===== config.mk =====
export PLATFORM = sky130hd
export DESIGN_NAME = mult_bist_engine
export DESIGN_NICKNAME = d
export VERILOG_FILES = /design/src/rtl/mult_bist_engine.sv
export SDC_FILE = /design/constraint.sdc
export NUM_CORES = 1
export LEC_CHECK = 0
export ABC_AREA = 0
export CORE_ASPECT_RATIO = 0.7
export CORE_MARGIN = 2
export CORE_UTILIZATION = 62
export DETAILED_ROUTE_END_ITERATION = 16
export GPL_TIMING_DRIVEN = 0
export PLACE_DENSITY = 0.86
export RECOVER_POWER = 100
export SLEW_MARGIN = 20
export SYNTH_ARGS = -nofsm -noshare
export SYNTH_HDL_FRONTEND = slang
export SYNTH_SLANG_ARGS = --single-unit

===== constraint.sdc =====
create_clock -name clk -period 11.5 [get_ports clk]
set_input_delay 1.15 -clock clk [delete_from_list [all_inputs] [get_ports clk]]
set_output_delay 1.15 -clock clk [all_outputs]
set_load 0.02 [all_outputs]

===== src/rtl/mult_bist_engine.sv =====
// ---------------------------------------------------------------------------
// mult_bist_engine
//
// Built-in self-test engine for a multiplier under test (MUT). An internal
// LFSR produces one operand pair per cycle, the pair is driven to the MUT,
// and the MUT product is checked against a behavioural A*B. The expected
// value is delayed by MUT_LAT cycles so it lines up with the MUT output.
// The engine reports pass/fail, a saturating error count and the index of
// the first failing pattern.
//
// Optional feature macro: MULT_BIST_MISR_EN
//   When defined, a 2*WIDTH MISR compacts every checked product and the
//   result appears on the extra 'signature' port.
//
// Ports
//   clk           in   1        clock, rising edge
//   rst_n         in   1        asynchronous reset, active low
//   start         in   1        begin a run; sampled only in IDLE/DONE
//   a_out         out  WIDTH    operand A to the MUT (registered)
//   b_out         out  WIDTH    operand B to the MUT (registered)
//   p_in          in   2*WIDTH  product returned by the MUT
//   busy          out  1        high in RUN and DRAIN
//   done          out  1        high in DONE, held until the next start
//   pass          out  1        err_count == 0, meaningful while done = 1
//   err_count     out  16       mismatch count, saturates at 16'hFFFF
//   first_err_idx out  16       index of first mismatch, 16'hFFFF if none
//   signature     out  2*WIDTH  MISR result (MULT_BIST_MISR_EN only)
//   state_dbg     out  2        current FSM state (0 IDLE,1 RUN,2 DRAIN,3 DONE)
//
// Control handshake: a run is requested by holding start high for at least
// one rising edge while busy = 0; start is ignored while busy = 1. done rises
// on the edge after the last busy cycle and stays high until the next
// accepted start, so results may be read at any time while done = 1.
// ---------------------------------------------------------------------------
module mult_bist_engine #(
    parameter int                WIDTH        = 8,
    parameter logic [WIDTH-1:0]  POLY         = 8'b10111000,
    parameter logic [WIDTH-1:0]  SEED         = 8'd1,
    parameter int                NUM_PATTERNS = 255,
    parameter int                MUT_LAT      = 0
) (
    input  logic                 clk,
    input  logic                 rst_n,
    input  logic                 start,
    output logic [WIDTH-1:0]     a_out,
    output logic [WIDTH-1:0]     b_out,
    input  logic [2*WIDTH-1:0]   p_in,
    output logic                 busy,
    output logic                 done,
    output logic                 pass,
    output logic [15:0]          err_count,
    output logic [15:0]          first_err_idx,
`ifdef MULT_BIST_MISR_EN
    output logic [2*WIDTH-1:0]   signature,
`endif
    output logic [1:0]           state_dbg
);

    localparam int               HALF       = WIDTH / 2;
    // An all-zero LFSR would lock up, so a zero seed is promoted to 1.
    localparam logic [WIDTH-1:0] SEED_EFF   = (SEED == '0) ? {{(WIDTH-1){1'b0}}, 1'b1} : SEED;
    localparam logic [15:0]      LAST_IDX   = 16'(NUM_PATTERNS - 1);
    localparam logic [2:0]       DRAIN_LAST = 3'(MUT_LAT - 1);

    typedef enum logic [1:0] {
        S_IDLE  = 2'd0,
        S_RUN   = 2'd1,
        S_DRAIN = 2'd2,
        S_DONE  = 2'd3
    } state_t;

    state_t state_q, state_d;

    logic [WIDTH-1:0]   lfsr;
    logic [WIDTH-1:0]   lfsr_nxt;
    logic [15:0]        pat_cnt;
    logic [2:0]         drain_cnt;
    logic [15:0]        chk_idx;
    logic               last_pat;
    logic               start_run;
    logic               stage0_valid;
    logic [2*WIDTH-1:0] stage0_prod;
    logic               cmp_valid;
    logic [2*WIDTH-1:0] cmp_exp;

    function automatic logic [WIDTH-1:0] lfsr_step(input logic [WIDTH-1:0] s);
        return {s[WIDTH-2:0], ^(s & POLY)};
    endfunction

    // Operands are complementary half-swaps of the LFSR state so that both
    // inputs toggle across their full range even with a small seed.
    function automatic logic [WIDTH-1:0] op_a(input logic [WIDTH-1:0] s);
        return {s[WIDTH-1:HALF], ~s[HALF-1:0]};
    endfunction

    function automatic logic [WIDTH-1:0] op_b(input logic [WIDTH-1:0] s);
        return {~s[WIDTH-1:HALF], s[HALF-1:0]};
    endfunction

    assign lfsr_nxt = lfsr_step(lfsr);
    assign last_pat = (pat_cnt == LAST_IDX);

    // -----------------------------------------------------------------------
    // FSM
    // -----------------------------------------------------------------------
    always_ff @(posedge clk or negedge rst_n) begin
        if (!rst_n) begin
            state_q <= S_IDLE;
        end else begin
            state_q <= state_d;
        end
    end

    always_comb begin
        state_d   = state_q;
        start_run = 1'b0;
        busy      = 1'b0;
        done      = 1'b0;
        pass      = 1'b0;
        case (state_q)
            S_IDLE: begin
                if (start) begin
                    start_run = 1'b1;
                    state_d   = S_RUN;
                end
            end
            S_RUN: begin
                busy = 1'b1;
                if (last_pat) begin
                    state_d = (MUT_LAT > 0) ? S_DRAIN : S_DONE;
                end
            end
            S_DRAIN: begin
                busy = 1'b1;
                if (drain_cnt == DRAIN_LAST) begin
                    state_d = S_DONE;
                end
            end
            S_DONE: begin
                done = 1'b1;
                pass = (err_count == 16'h0000);
                if (start) begin
                    start_run = 1'b1;
                    state_d   = S_RUN;
                end
            end
            default: state_d = S_IDLE;
        endcase
    end

    assign state_dbg = state_q;

    // -----------------------------------------------------------------------
    // Pattern generator. lfsr always holds the state of the pattern currently
    // on a_out/b_out; the operands are registered from the same next value so
    // they change on the same edge as the LFSR.
    // -----------------------------------------------------------------------
    always_ff @(posedge clk or negedge rst_n) begin
        if (!rst_n) begin
            lfsr      <= SEED_EFF;
            a_out     <= '0;
            b_out     <= '0;
            pat_cnt   <= '0;
            drain_cnt <= '0;
        end else if (start_run) begin
            lfsr      <= SEED_EFF;
            a_out     <= op_a(SEED_EFF);
            b_out     <= op_b(SEED_EFF);
            pat_cnt   <= '0;
            drain_cnt <= '0;
        end else if (state_q == S_RUN && !last_pat) begin
            lfsr      <= lfsr_nxt;
            a_out     <= op_a(lfsr_nxt);
            b_out     <= op_b(lfsr_nxt);
            pat_cnt   <= pat_cnt + 16'd1;
        end else if (state_q == S_DRAIN) begin
            drain_cnt <= drain_cnt + 3'd1;
        end
    end

    // -----------------------------------------------------------------------
    // Expected-value pipe. Stage 0 is the product of the operands currently
    // presented; MUT_LAT registered stages follow, and the last stage is the
    // one compared against p_in.
    // -----------------------------------------------------------------------
    assign stage0_valid = (state_q == S_RUN);
    assign stage0_prod  = {{WIDTH{1'b0}}, a_out} * {{WIDTH{1'b0}}, b_out};

    generate
        if (MUT_LAT == 0) begin : g_nolat
            assign cmp_valid = stage0_valid;
            assign cmp_exp   = stage0_prod;
        end else begin : g_lat
            logic               pv [MUT_LAT];
            logic [2*WIDTH-1:0] pp [MUT_LAT];

            always_ff @(posedge clk or negedge rst_n) begin
                if (!rst_n) begin
                    for (int i = 0; i < MUT_LAT; i++) begin
                        pv[i] <= 1'b0;
                        pp[i] <= '0;
                    end
                end else begin
                    pv[0] <= stage0_valid;
                    pp[0] <= stage0_prod;
                    for (int i = 1; i < MUT_LAT; i++) begin
                        pv[i] <= pv[i-1];
                        pp[i] <= pp[i-1];
                    end
                end
            end

            assign cmp_valid = pv[MUT_LAT-1];
            assign cmp_exp   = pp[MUT_LAT-1];
        end
    endgenerate

    // -----------------------------------------------------------------------
    // Checker. chk_idx counts compares, which is the index of the pattern
    // being checked on this edge.
    // -----------------------------------------------------------------------
`ifdef MULT_BIST_MISR_EN
    localparam logic [2*WIDTH-1:0] MISR_TAPS = {POLY, POLY};
    logic [2*WIDTH-1:0] misr;
    assign signature = misr;
`endif

    always_ff @(posedge clk or negedge rst_n) begin
        if (!rst_n) begin
            err_count     <= 16'h0000;
            first_err_idx <= 16'hFFFF;
            chk_idx       <= 16'h0000;
`ifdef MULT_BIST_MISR_EN
            misr          <= '0;
`endif
        end else if (start_run) begin
            err_count     <= 16'h0000;
            first_err_idx <= 16'hFFFF;
            chk_idx       <= 16'h0000;
`ifdef MULT_BIST_MISR_EN
            misr          <= '0;
`endif
        end else if (cmp_valid) begin
            chk_idx <= chk_idx + 16'd1;
            if (p_in != cmp_exp) begin
                if (err_count != 16'hFFFF) begin
                    err_count <= err_count + 16'd1;
                end
                if (first_err_idx == 16'hFFFF) begin
                    first_err_idx <= chk_idx;
                end
            end
`ifdef MULT_BIST_MISR_EN
            misr <= {misr[2*WIDTH-2:0], ^(misr & MISR_TAPS)} ^ p_in;
`endif
        end
    end

endmodule


### Yosys cells after proc, flatten, opt, wreduce, memory -nomap -nowiden

Cells that the tools add are included.

| word-level totals | value |
|---|---|
| input bits | 19 |
| output and inout bits | 53 |
| logic and storage cells | 75 |
| flip-flop bits (word level) | 93 |

| operators by class | value |
|---|---|
| reduce and logical (&&, ||, !) cells | 17 |
| $add $sub $neg | 4 |
| equal/unequal tests | 12 |
| $mul | 1 |
| muxes and demuxes | 30 |
| bitwise gates (word level) | 2 |

Operators with widths:

| operator | count |
|---|---|
| $mux W16 | 12 |
| $add A16 B1 Y16 const B | 3 |
| $mux W8 | 6 |
| $eq A16 B16 Y1 const B | 1 |
| $eq A16 B8 Y1 const B | 1 |
| $logic_not A16 Y1 | 1 |
| $mul A8 B8 Y16 | 1 |
| $ne A16 B16 Y1 | 1 |
| $ne A16 B16 Y1 const B | 1 |
| $reduce_bool A2 Y1 | 6 |
| $mux W3 | 3 |
| $reduce_and A3 Y1 | 3 |
| $not A4 Y4 | 2 |
| $reduce_xor A8 Y1 | 1 |
| $mux W2 | 3 |
| $ne A2 B2 Y1 const B | 3 |
| $pmux W2 S3 | 1 |
| $mux W1 | 5 |
| $eq A2 B2 Y1 const B | 2 |
| $reduce_or A2 Y1 | 2 |
| $add A3 B1 Y3 const B | 1 |
| $eq A3 B3 Y1 const B | 1 |
| $eq A2 B1 Y1 const B | 1 |
| $logic_not A2 Y1 | 1 |
| 4 further kinds | 4 |

### Depth between registers and ports, before layout

Gate-level depths: netlist (run 1).

| logic depth | value |
|---|---|
| depth after elaboration | 5 |
| mapped depth | 20 |
| gate-level depth less buffers | 17 |

### Least setup slack after synthesis (run 1)

Ideal clock, no wire load.

| timing | value |
|---|---|
| path kind | reg-to-reg |
| start point | register b_out[7] |
| end point | register err_count[0] |
| setup slack | 6248 ps |
| data arrival time | 5111 ps |
| data required time | 11359 ps |
| cell stages (with the launch flop) | 19 |
| path buffers | 3 |
| setup time | 141 ps |
| clock period less this slack | 5252 ps |
| cells stage by stage | dfrtp_1 clkbuf_1 nand2_1 fa_1 fa_1 fa_1 inv_1 fa_1 ha_1 a21oi_1 o21ai_0 mux2_2 nor4_1 o2111ai_1 a211oi_4 or2_1 buf_4 buf_6 o31ai_1 |

| between the ends | value |
|---|---|
| word-level cells in the longest chain between the ends | 4 |

RTL lines:

| item | line | RTL |
|---|---|---|
| start, declared | 46 | `output logic [WIDTH-1:0] b_out,` |
| start signal, assigned | 168 | `b_out <= op_b(SEED_EFF);` |
| start signal, assigned | 174 | `b_out <= op_b(lfsr_nxt);` |
| $mul A8 B8 Y16 | 187 | `assign stage0_prod = {{WIDTH{1'b0}}, a_out} * {{WIDTH{1'b0}}, b_out};` |
| $ne A16 B16 Y1 | 245 | `if (p_in != cmp_exp) begin` |
| $reduce_bool A2 Y1 (no line) | - |  |
| $reduce_and A3 Y1 (no line) | - |  |
| end signal, assigned | 247 | `err_count <= err_count + 16'd1;` |
| end, declared | 51 | `output logic [15:0] err_count,` |

No other way between the ends.
A chain may end at the register's enable or synchronous reset.

### Final worst setup path (run 1)

| timing | value |
|---|---|
| start point | register a_out[4] |
| end point | register err_count[1] |

| between the ends | value |
|---|---|
| word-level cells in the longest chain between the ends | 4 |

RTL lines:

| item | line | RTL |
|---|---|---|
| start, declared | 45 | `output logic [WIDTH-1:0] a_out,` |
| start signal, assigned | 167 | `a_out <= op_a(SEED_EFF);` |
| start signal, assigned | 173 | `a_out <= op_a(lfsr_nxt);` |
| $mul A8 B8 Y16 | 187 |  |
| $ne A16 B16 Y1 | 245 |  |
| $reduce_bool A2 Y1 (no line) | - |  |
| $reduce_and A3 Y1 (no line) | - |  |

No other way between the ends.

==> results of run 1 <==
final cells by class:
| type | count | area, µm² |
|---|---|---|
| buffer | 41 | 180 |
| clock buffer | 9 | 225 |
| clock inverter | 7 | 75.1 |
| fill | 740 | 2630 |
| inverter | 76 | 285 |
| multi-input combinational | 531 | 3950 |
| sequential | 86 | 2170 |
| tap | 132 | 165 |
| timing repair buffer | 72 | 708 |
state kept, by name, indices dropped and copies added (netlist names):
| name | count |
|---|---|
| chk_idx | 16 |
| a_out | 7 |
| lfsr | 2 |
| first_err_idx | 16 |
| drain_cnt | 3 |
| b_out | 8 |
| pat_cnt | 16 |
| state_dbg | 2 |
| err_count | 16 |
report_power, final:
part | switching [W] | internal (W)
Sequential | 0.0000735 | 0.000384
Combinational | 0.00106 | 0.000761
Clock | 0.000122 | 0.000168
kinds of logic (layout without fill, tap and decap cells):
| logic type | count (synthesis) | in the layout | share of synthesized area |
|---|---|---|---|
| xor+xnor | 50 | 50 | 0.0683 |
| buf+inv | 117 | 205 | 0.0730 |
| mux | 18 | 18 | 0.0274 |
| simple gates | 271 | 271 | 0.197 |
| fa+ha+maj | 82 | 82 | 0.196 |
| compound gates | 110 | 110 | 0.111 |
| flops | 86 | 86 | 0.328 |
per-layer routing:
metal / global-route usage / part of all wire / vias up
met5: 0 / 0 / -
met4: 0.0659 / 0.012 / 0
met3: 0.0622 / 0.075 / 18
met2: 0.440 / 0.45 / 240
met1: 0.428 / 0.46 / 2755
li1: - / - / 2594
worst max-delay path, delay by kind of cell, from the launching register on:
kind	cells	cell delay, ps
AO/OA/AOI/OAI	5	1880
adder cells (fa/ha/maj)	5	2330
buffers and inverters	4	1370
flip-flops	1	420
multiplexers	1	370
AND/OR/NAND/NOR	3	700
worst max-delay path by stage:
stage          startpoint            end  slack (ps)  cells past startpoint
6_report         a_out[4]   err_count[1]        4260                     18
2_1_floorplan    b_out[7]   err_count[0]        6250                     18
4_1_cts          a_out[5]   err_count[8]        5560                     17
3_3_place_gp     a_out[5]  err_count[13]        5620                     17
5_1_grt          a_out[5]   err_count[1]        3840                     18
3_5_place_dp     a_out[5]  err_count[13]        5580                     17
stage by stage:
step | instances | hold slack [ps] | power [W] | worst slack (ps)
2_1_floorplan | 734 | 490 | 0.00182 | 6250
3_3_place_gp | 937 | 462 | 0.00219 | 5620
3_5_place_dp | 938 | 463 | 0.00228 | 5580
4_1_cts | 954 | 478 | 0.00259 | 5560
5_1_grt | 954 | 489 | 0.00283 | 3840
6_report | 954 | 477 | 0.00257 | 4260
cells in the final DEF, fill, tap and decap left out, types with 3 or more instances in the layout:
cell type	synthesis	routed
sky130_fd_sc_hd__o211ai_1	7	7
sky130_fd_sc_hd__clkdlybuf4s50_1	0	16
sky130_fd_sc_hd__nor4b_1	3	3
sky130_fd_sc_hd__ha_1	46	46
sky130_fd_sc_hd__dfstp_2	17	17
sky130_fd_sc_hd__nor3_1	8	8
sky130_fd_sc_hd__clkbuf_1	27	36
sky130_fd_sc_hd__or3_1	4	4
sky130_fd_sc_hd__a21o_1	5	5
sky130_fd_sc_hd__xnor2_1	16	16
sky130_fd_sc_hd__and4_1	7	7
sky130_fd_sc_hd__fa_1	36	36
sky130_fd_sc_hd__a21oi_1	22	23
sky130_fd_sc_hd__clkbuf_16	0	9
sky130_fd_sc_hd__o31ai_1	6	7
sky130_fd_sc_hd__nand3_1	18	18
sky130_fd_sc_hd__nand2b_1	6	6
sky130_fd_sc_hd__and2_1	34	32
sky130_fd_sc_hd__nor4_1	4	4
sky130_fd_sc_hd__nor2_1	71	71
sky130_fd_sc_hd__o21ai_0	33	35
sky130_fd_sc_hd__o31ai_2	4	3
sky130_fd_sc_hd__o21a_1	4	4
sky130_fd_sc_hd__a31oi_1	4	4
sky130_fd_sc_hd__and3_1	11	11
sky130_fd_sc_hd__nor2b_1	3	3
sky130_fd_sc_hd__nand2_1	84	84
sky130_fd_sc_hd__dfrtp_1	69	69
sky130_fd_sc_hd__dlygate4sd3_1	0	54
sky130_fd_sc_hd__xor2_1	33	33
sky130_fd_sc_hd__inv_1	76	76
sky130_fd_sc_hd__o41ai_1	4	4
sky130_fd_sc_hd__buf_4	8	7
sky130_fd_sc_hd__clkinvlp_4	0	3
sky130_fd_sc_hd__nand4_1	15	15
sky130_fd_sc_hd__mux2i_1	17	17
==> tab_implementation.tex, run 1 <==
\begin{tabular}{lr}
\hline
Metric & Value \\
\hline
\multicolumn{2}{l}{\textbf{Global routing}} \\
Wire length of the first global-routing pass & 26800 µm \\
Maximum number of pins on one net before global-route repair & 61 \\
Via count of the first global-routing pass & 5606 \\
All-Layer GR Usage & 0.289 \\
Antenna violations before repair & 0 \\
Overflow left after global routing & 0 \\
\multicolumn{2}{l}{\textbf{STA}} \\
Maximum frequency from static timing analysis & 138 MHz \\
Total negative setup slack & 0 ps \\
Tightest Pin Transition & 3140 ps \\
Setup repair after global routing missed its margin & false \\
Fin Clk Skew & roughly 8.4 ps \\
Final critical delay including setup and external delays & 7240 ps \\
Number of hold violations in the final report & 0 \\
Final max-slew violation count & 61 \\
Final setup violation count & 0 \\
Final worst path period share & 0.630 \\
Relative slew slack & -1.09 \\
\multicolumn{2}{l}{\textbf{Synthesis}} \\
Area of the mapped netlist & 6630 µm² \\
Mean post-synth cell area & 9.03 µm² \\
Dominant cell by count in the synthesized netlist & sky130\_fd\_sc\_hd\_\_nand2\_1 \\
Syn Nets & 835 \\
Cell taking the most area after synthesis & sky130\_fd\_sc\_hd\_\_dfrtp\_1 \\
Number of distinct library cell variants in the gate-level netlist after synthesis & 54 \\
\#FFs+latches synth & 86 \\
Fraction of synthesized cell area taken by the top area cell type & 0.260 \\
Instance count of the mapped netlist & 734 \\
Number of warnings printed during yosys synthesis & 0 \\
Async SR Flop Fraction & 1.00 \\
Number of enable-type register cells in the synthesized netlist & 0 \\
Sequential cell area fraction in the yosys report & 0.328 \\
Flip-flop cell with the highest count after synthesis & sky130\_fd\_sc\_hd\_\_dfrtp\_1 \\
Commonest cells post-synth & 84 x sky130\_fd\_sc\_hd\_\_nand2\_1, 76 x sky130\_fd\_sc\_hd\_\_inv\_1, 71 x sky130\_fd\_sc\_hd\_\_nor2\_1, 69 x sky130\_fd\_sc\_hd\_\_dfrtp\_1, 46 x sky130\_fd\_sc\_hd\_\_ha\_1 \\
Synth area leaders & sky130\_fd\_sc\_hd\_\_dfrtp\_1 26\%, sky130\_fd\_sc\_hd\_\_fa\_1 11\%, sky130\_fd\_sc\_hd\_\_ha\_1 8.7\% \\
\multicolumn{2}{l}{\textbf{Placed design}} \\
Post-placement cell area & 7530 µm² \\
Final GP Congestion & 0.896 \\
Placed wire-length estimate & 11700 µm \\
Port Buf Inserts & 71 \\
\multicolumn{2}{l}{\textbf{Run}} \\
Max Cap Violations & 1 \\
\multicolumn{2}{l}{\textbf{Detailed routing}} \\
Total number of vias & between 5000 and 6000 \\
DRC violation total after the first TritonRoute iteration & 500 \\
Number of vias per cell after detailed routing & 5.88 \\
Antenna-violating nets left & 0 \\
Drt drc & 0 \\
Detailed-route wire length & 15900 µm \\
Initial DRT Pass Iterations & 5 \\
Per-cell routed wire length & roughly 17 µm \\
\multicolumn{2}{l}{\textbf{Worst setup path}} \\
Data arrival time of the worst path & 7420 ps \\
Worst reg2reg path startpoint & a\_out[4] \\
Maximum fanout along the worst path & 10 \\
Cell Chain, Critical Path & clkbuf\_1 -> nand2\_1 -> fa\_1 -> fa\_1 -> fa\_1 -> inv\_1 -> fa\_1 -> ha\_1 -> a21oi\_1 -> o21ai\_0 -> mux2\_2 -> nor4\_1 -> o2111ai\_1 -> a211oi\_1 -> or2\_1 -> clkbuf\_1 -> clkbuf\_1 -> o21ai\_0 \\
Cell with the biggest individual delay on the critical path & sky130\_fd\_sc\_hd\_\_a211oi\_1 \\
Worst Path Required & around 12000 ps \\
Critical setup path kind & reg -> reg \\
Element type at the critical path end & flop \\
CP Launch Type & flop \\
Slack of the worst reg-to-reg path & about 4300 ps \\
Largest stage delay, worst path & 1110 ps \\
Worst r2r path cells & 18 \\
Top cell by count, worst path & sky130\_fd\_sc\_hd\_\_fa\_1 \\
FF-to-FF End & err\_count[1] \\
\multicolumn{2}{l}{\textbf{Clocking}} \\
Clock edge transition at the registers on the reported setup and hold paths & approximately 60 ps \\
Total clock buffers created by CTS & 9 \\
Maximum buffer depth of the clock tree & 2 \\
Clock sink total & between 80 and 90 \\
Number of post-CTS setup repair buffers & 0 \\
H-tree levels & 3 \\
Number of buffers inserted by hold repair at cts & 0 \\
Post-CTS resize count & 0 \\
Clock Latency Late Sink & 340 ps \\
Clock root buffer master & sky130\_fd\_sc\_hd\_\_clkbuf\_16 \\
TritonCTS clock tree & yes \\
\multicolumn{2}{l}{\textbf{Run status}} \\
Failing checks & capacitance limit, slew limit \\
Run status & complete, but fails checks \\
\multicolumn{2}{l}{\textbf{Die}} \\
Horiz. Die Dim & about 130 µm \\
DIE AREA & 11600 µm² \\
Initial core utilization & 0.638 \\
Count of pins on the block boundary & 72 \\
Core Region & 10400 µm² \\
Vertical die dimension & about 91 µm \\
Placement Rows & 31 \\
\multicolumn{2}{l}{\textbf{Power}} \\
Worst vdd rail ir drop & 0.235 mV \\
Power density normalized to cell area & around 330 nW/µm² \\
Leak Pwr & 3.65 nW \\
\multicolumn{2}{l}{\textbf{Final layout}} \\
Area growth from synthesis to layout & 17.1\% \\
Layout net count & 918 \\
Fraction of layout cells with a size suffix above 1 & 0.0596 \\
Final antenna diode count & 0 \\
Final Util & 0.747 \\
Cell area after layout & 7760 µm² \\
\multicolumn{2}{l}{\textbf{Worst hold path}} \\
Worst min-delay path category & reg -> reg \\
Number of cells on the worst hold path & 2 \\
Launch instance of the worst min-delay path & first\_err\_idx[8] \\
Min-Delay Endpoint & first\_err\_idx[8] \\
\hline
\end{tabular}
No activity file was read; power rests on OpenSTA's default activity.
==> inputs of run 2 (changes only) <==
--- a/config.mk
+++ b/config.mk
@@ -8,10 +8,10 @@
 export ABC_AREA = 0
 export CORE_ASPECT_RATIO = 0.7
 export CORE_MARGIN = 2
-export CORE_UTILIZATION = 62
+export CORE_UTILIZATION = 52
 export DETAILED_ROUTE_END_ITERATION = 16
 export GPL_TIMING_DRIVEN = 0
-export PLACE_DENSITY = 0.86
+export PLACE_DENSITY = 0.77
 export RECOVER_POWER = 100
 export SLEW_MARGIN = 20
 export SYNTH_ARGS = -nofsm -noshare
==> constraint.sdc (replaced) <==
create_clock -name clk -period 5.9 [get_ports clk]
set_input_delay 0.59 -clock clk [delete_from_list [all_inputs] [get_ports clk]]
set_output_delay 0.59 -clock clk [all_outputs]
set_load 0.02 [all_outputs]
==> tab_implementation.tex, run 2 (synthesized netlist as in run 1, its figures left out) <==
\begin{tabular}{lr}
\hline
Metric & Value \\
\hline
\multicolumn{2}{l}{\textbf{Run status}} \\
Run status & complete, but fails checks (unchanged) \\
Failing checks & capacitance limit, slew limit (unchanged) \\
\multicolumn{2}{l}{\textbf{Detailed routing}} \\
Initial DRT Pass Iterations & 5 (unchanged) \\
Per-cell routed wire length & 15.9 µm (was 16.6 µm) \\
Antenna-violating nets left & 0 (unchanged) \\
Drt drc & 0 (unchanged) \\
Number of vias per cell after detailed routing & 5.67 (was 5.88) \\
Total number of vias & 5516 (was 5607) \\
Detailed-route wire length & 15500 µm (was 15900 µm) \\
DRC violation total after the first TritonRoute iteration & 479 (was 500) \\
\multicolumn{2}{l}{\textbf{Clocking}} \\
Maximum buffer depth of the clock tree & 2 (unchanged) \\
TritonCTS clock tree & yes (unchanged) \\
Number of buffers inserted by hold repair at cts & 0 (unchanged) \\
Clock Latency Late Sink & 340 ps (about the same) \\
H-tree levels & 3 (unchanged) \\
Clock root buffer master & sky130\_fd\_sc\_hd\_\_clkbuf\_16 (unchanged) \\
Total clock buffers created by CTS & 9 (unchanged) \\
Clock sink total & 86 (unchanged) \\
Clock edge transition at the registers on the reported setup and hold paths & 60 ps (about the same) \\
\multicolumn{2}{l}{\textbf{Die}} \\
Horiz. Die Dim & 139 µm (was 128 µm) \\
Count of pins on the block boundary & 72 (unchanged) \\
Placement Rows & 34 (was 31) \\
Initial core utilization & 0.534 (was 0.638) \\
DIE AREA & 13700 µm² (was 11600 µm²) \\
Core Region & 12400 µm² (was 10400 µm²) \\
Vertical die dimension & 98.5 µm (was 90.5 µm) \\
\multicolumn{2}{l}{\textbf{Worst setup path}} \\
CP Launch Type & flop (unchanged) \\
Element type at the critical path end & flop (unchanged) \\
Worst r2r path cells & 18 (unchanged) \\
Maximum fanout along the worst path & 10 (unchanged) \\
Timing endpoint of the critical path & err\_count[2] (was err\_count[1]) \\
Critical setup path kind & reg -> reg (unchanged) \\
Worst Path Required & 6110 ps (was 11680 ps) \\
First element of the critical path & b\_out[5] (was a\_out[4]) \\
Slack of the worst reg-to-reg path & 360 ps (was 4260 ps) \\
Data arrival time of the worst path & 5750 ps (was 7420 ps) \\
FF-to-FF End & err\_count[2] (was err\_count[1]) \\
Worst reg2reg path startpoint & b\_out[5] (was a\_out[4]) \\
\multicolumn{2}{l}{\textbf{STA}} \\
Final setup violation count & 0 (unchanged) \\
Number of hold violations in the final report & 0 (unchanged) \\
Maximum frequency from static timing analysis & 180 MHz (was 138 MHz) \\
Final critical delay including setup and external delays & 5540 ps (was 7240 ps) \\
Final max-slew violation count & 89 (was 61) \\
Final worst path period share & 0.939 (was 0.630) \\
Tightest Pin Transition & 2440 ps (was 3140 ps) \\
Relative slew slack & -0.624 (was -1.09) \\
Fin Hold WS & 474 ps (was 477 ps) \\
Setup repair after global routing missed its margin & false (unchanged) \\
Fin Clk Skew & 10.1 ps (was 8.36 ps) \\
\multicolumn{2}{l}{\textbf{Final layout}} \\
Layout net count & 908 (was 918) \\
Final antenna diode count & 0 (unchanged) \\
Fraction of layout cells with a size suffix above 1 & 0.0777 (was 0.0596) \\
Most used cells in the layout excluding fill and tap cells & 84 x sky130\_fd\_sc\_hd\_\_nand2\_1, 76 x sky130\_fd\_sc\_hd\_\_inv\_1, 71 x sky130\_fd\_sc\_hd\_\_nor2\_1 (unchanged) \\
Fill cells & 1027 (was 740) \\
Leading cell type in the layout, fill and taps excluded & sky130\_fd\_sc\_hd\_\_nand2\_1 (unchanged) \\
Area growth from synthesis to layout & 17.8\% (was 17.1\%) \\
\multicolumn{2}{l}{\textbf{Power}} \\
Leak Pwr & 3.63 nW (was 3.65 nW) \\
Power density normalized to cell area & 632 nW/µm² (was 331 nW/µm²) \\
Sum of internal, switching and leakage power & 0.00493 W (was 0.00257 W) \\
Worst vdd rail ir drop & 0.478 mV (was 0.235 mV) \\
\multicolumn{2}{l}{\textbf{Worst hold path}} \\
Worst min-delay path category & reg -> reg (unchanged) \\
\multicolumn{2}{l}{\textbf{Run}} \\
Max Cap Violations & 2 (was 1) \\
\multicolumn{2}{l}{\textbf{Placed design}} \\
Placed wire-length estimate & 11700 µm (about the same) \\
Final GP Congestion & 0.849 (was 0.896) \\
Port Buf Inserts & 71 (unchanged) \\
\multicolumn{2}{l}{\textbf{Global routing}} \\
Antenna violations before repair & 0 (unchanged) \\
Via count of the first global-routing pass & 5386 (was 5606) \\
Overflow left after global routing & 0 (unchanged) \\
Maximum number of pins on one net before global-route repair & 47 (was 61) \\
All-Layer GR Usage & 0.238 (was 0.289) \\
Wire length of the first global-routing pass & 26500 µm (was 26800 µm) \\
\hline
\end{tabular}
## run 2: repair_timing
| action | CTS | global route |
|---|---|---|
| endpoints found under the setup margin | 25 | 26 |
| resized for setup | 0 | 14 |
| gates cloned | 0 | 0 |
| pin swaps | 1 | 0 |
| setup buffers | 2 | 0 |
## run 2: worst max-delay path: stages, from the launching register on
cell and delay [ps]:
sky130_fd_sc_hd__dfrtp_1 570, sky130_fd_sc_hd__nand2_1 120, sky130_fd_sc_hd__fa_1 470, sky130_fd_sc_hd__fa_1 520
sky130_fd_sc_hd__fa_1 540, sky130_fd_sc_hd__inv_1 50, sky130_fd_sc_hd__fa_1 470, sky130_fd_sc_hd__ha_1 390
sky130_fd_sc_hd__a21oi_1 100, sky130_fd_sc_hd__o21ai_0 310, sky130_fd_sc_hd__mux2_2 380, sky130_fd_sc_hd__nor4_1 270
sky130_fd_sc_hd__o2111ai_1 230, sky130_fd_sc_hd__a211oi_4 300, sky130_fd_sc_hd__buf_12 150, sky130_fd_sc_hd__or2_1 90
sky130_fd_sc_hd__buf_4 160, sky130_fd_sc_hd__buf_6 170, sky130_fd_sc_hd__o31ai_1 80
## run 2: final cells by class
class                           count  area [µm²]  area share
Timing Repair Buffer               74         736      0.0942
Clock buffer                       13         250      0.0320
Tap cell                          162         203      0.0260
Sequential cell                    86        2190       0.280
Inverter                           76         285      0.0365
Buffer                             29         155      0.0199
Clock inverter                      2        35.0     0.00449
Multi-Input combinational cell    531        3960       0.507
## run 2: metrics by stage
step	instances	setup slack (ps)	cell area (µm²)	setup TNS, ps	utilization
2_1_floorplan	734	648	6630	0	-
3_3_place_gp	967	13.1	7540	0	0.607
3_5_place_dp	968	-125	7570	-1840	0.609
4_1_cts	982	25.4	7870	0	0.634
5_1_grt	973	32.9	7810	0	0.629
6_report	973	360	7810	0	0.629
## run 2: layer usage
layer  vias up  part of all wire  GRT usage
li1       2581                 -          -
met1      2740              0.48      0.358
met2       174              0.45      0.356
met3        21             0.068     0.0525
met4         0            0.0094     0.0575
met5         -                 0          0
## run 2: worst min-delay path by stage
stage | cells past startpoint | endpoint | start
6_report | 2 | first_err_idx[11] | first_err_idx[11]
3_3_place_gp | 2 | first_err_idx[5] | first_err_idx[5]
2_1_floorplan | 0 | a_out[0] | rst_n
4_1_cts | 1 | err_count[6] | rst_n
5_1_grt | 2 | first_err_idx[10] | first_err_idx[10]
3_5_place_dp | 2 | first_err_idx[3] | first_err_idx[3]
## run 2: report_power, final
part | total, W | internal (W) | switching (W)
Sequential | 0.000963 | 0.000754 | 0.000210
Combinational | 0.00342 | 0.00148 | 0.00194
Clock | 0.000554 | 0.000337 | 0.000218
Total | 0.00493 | 0.00257 | 0.00237
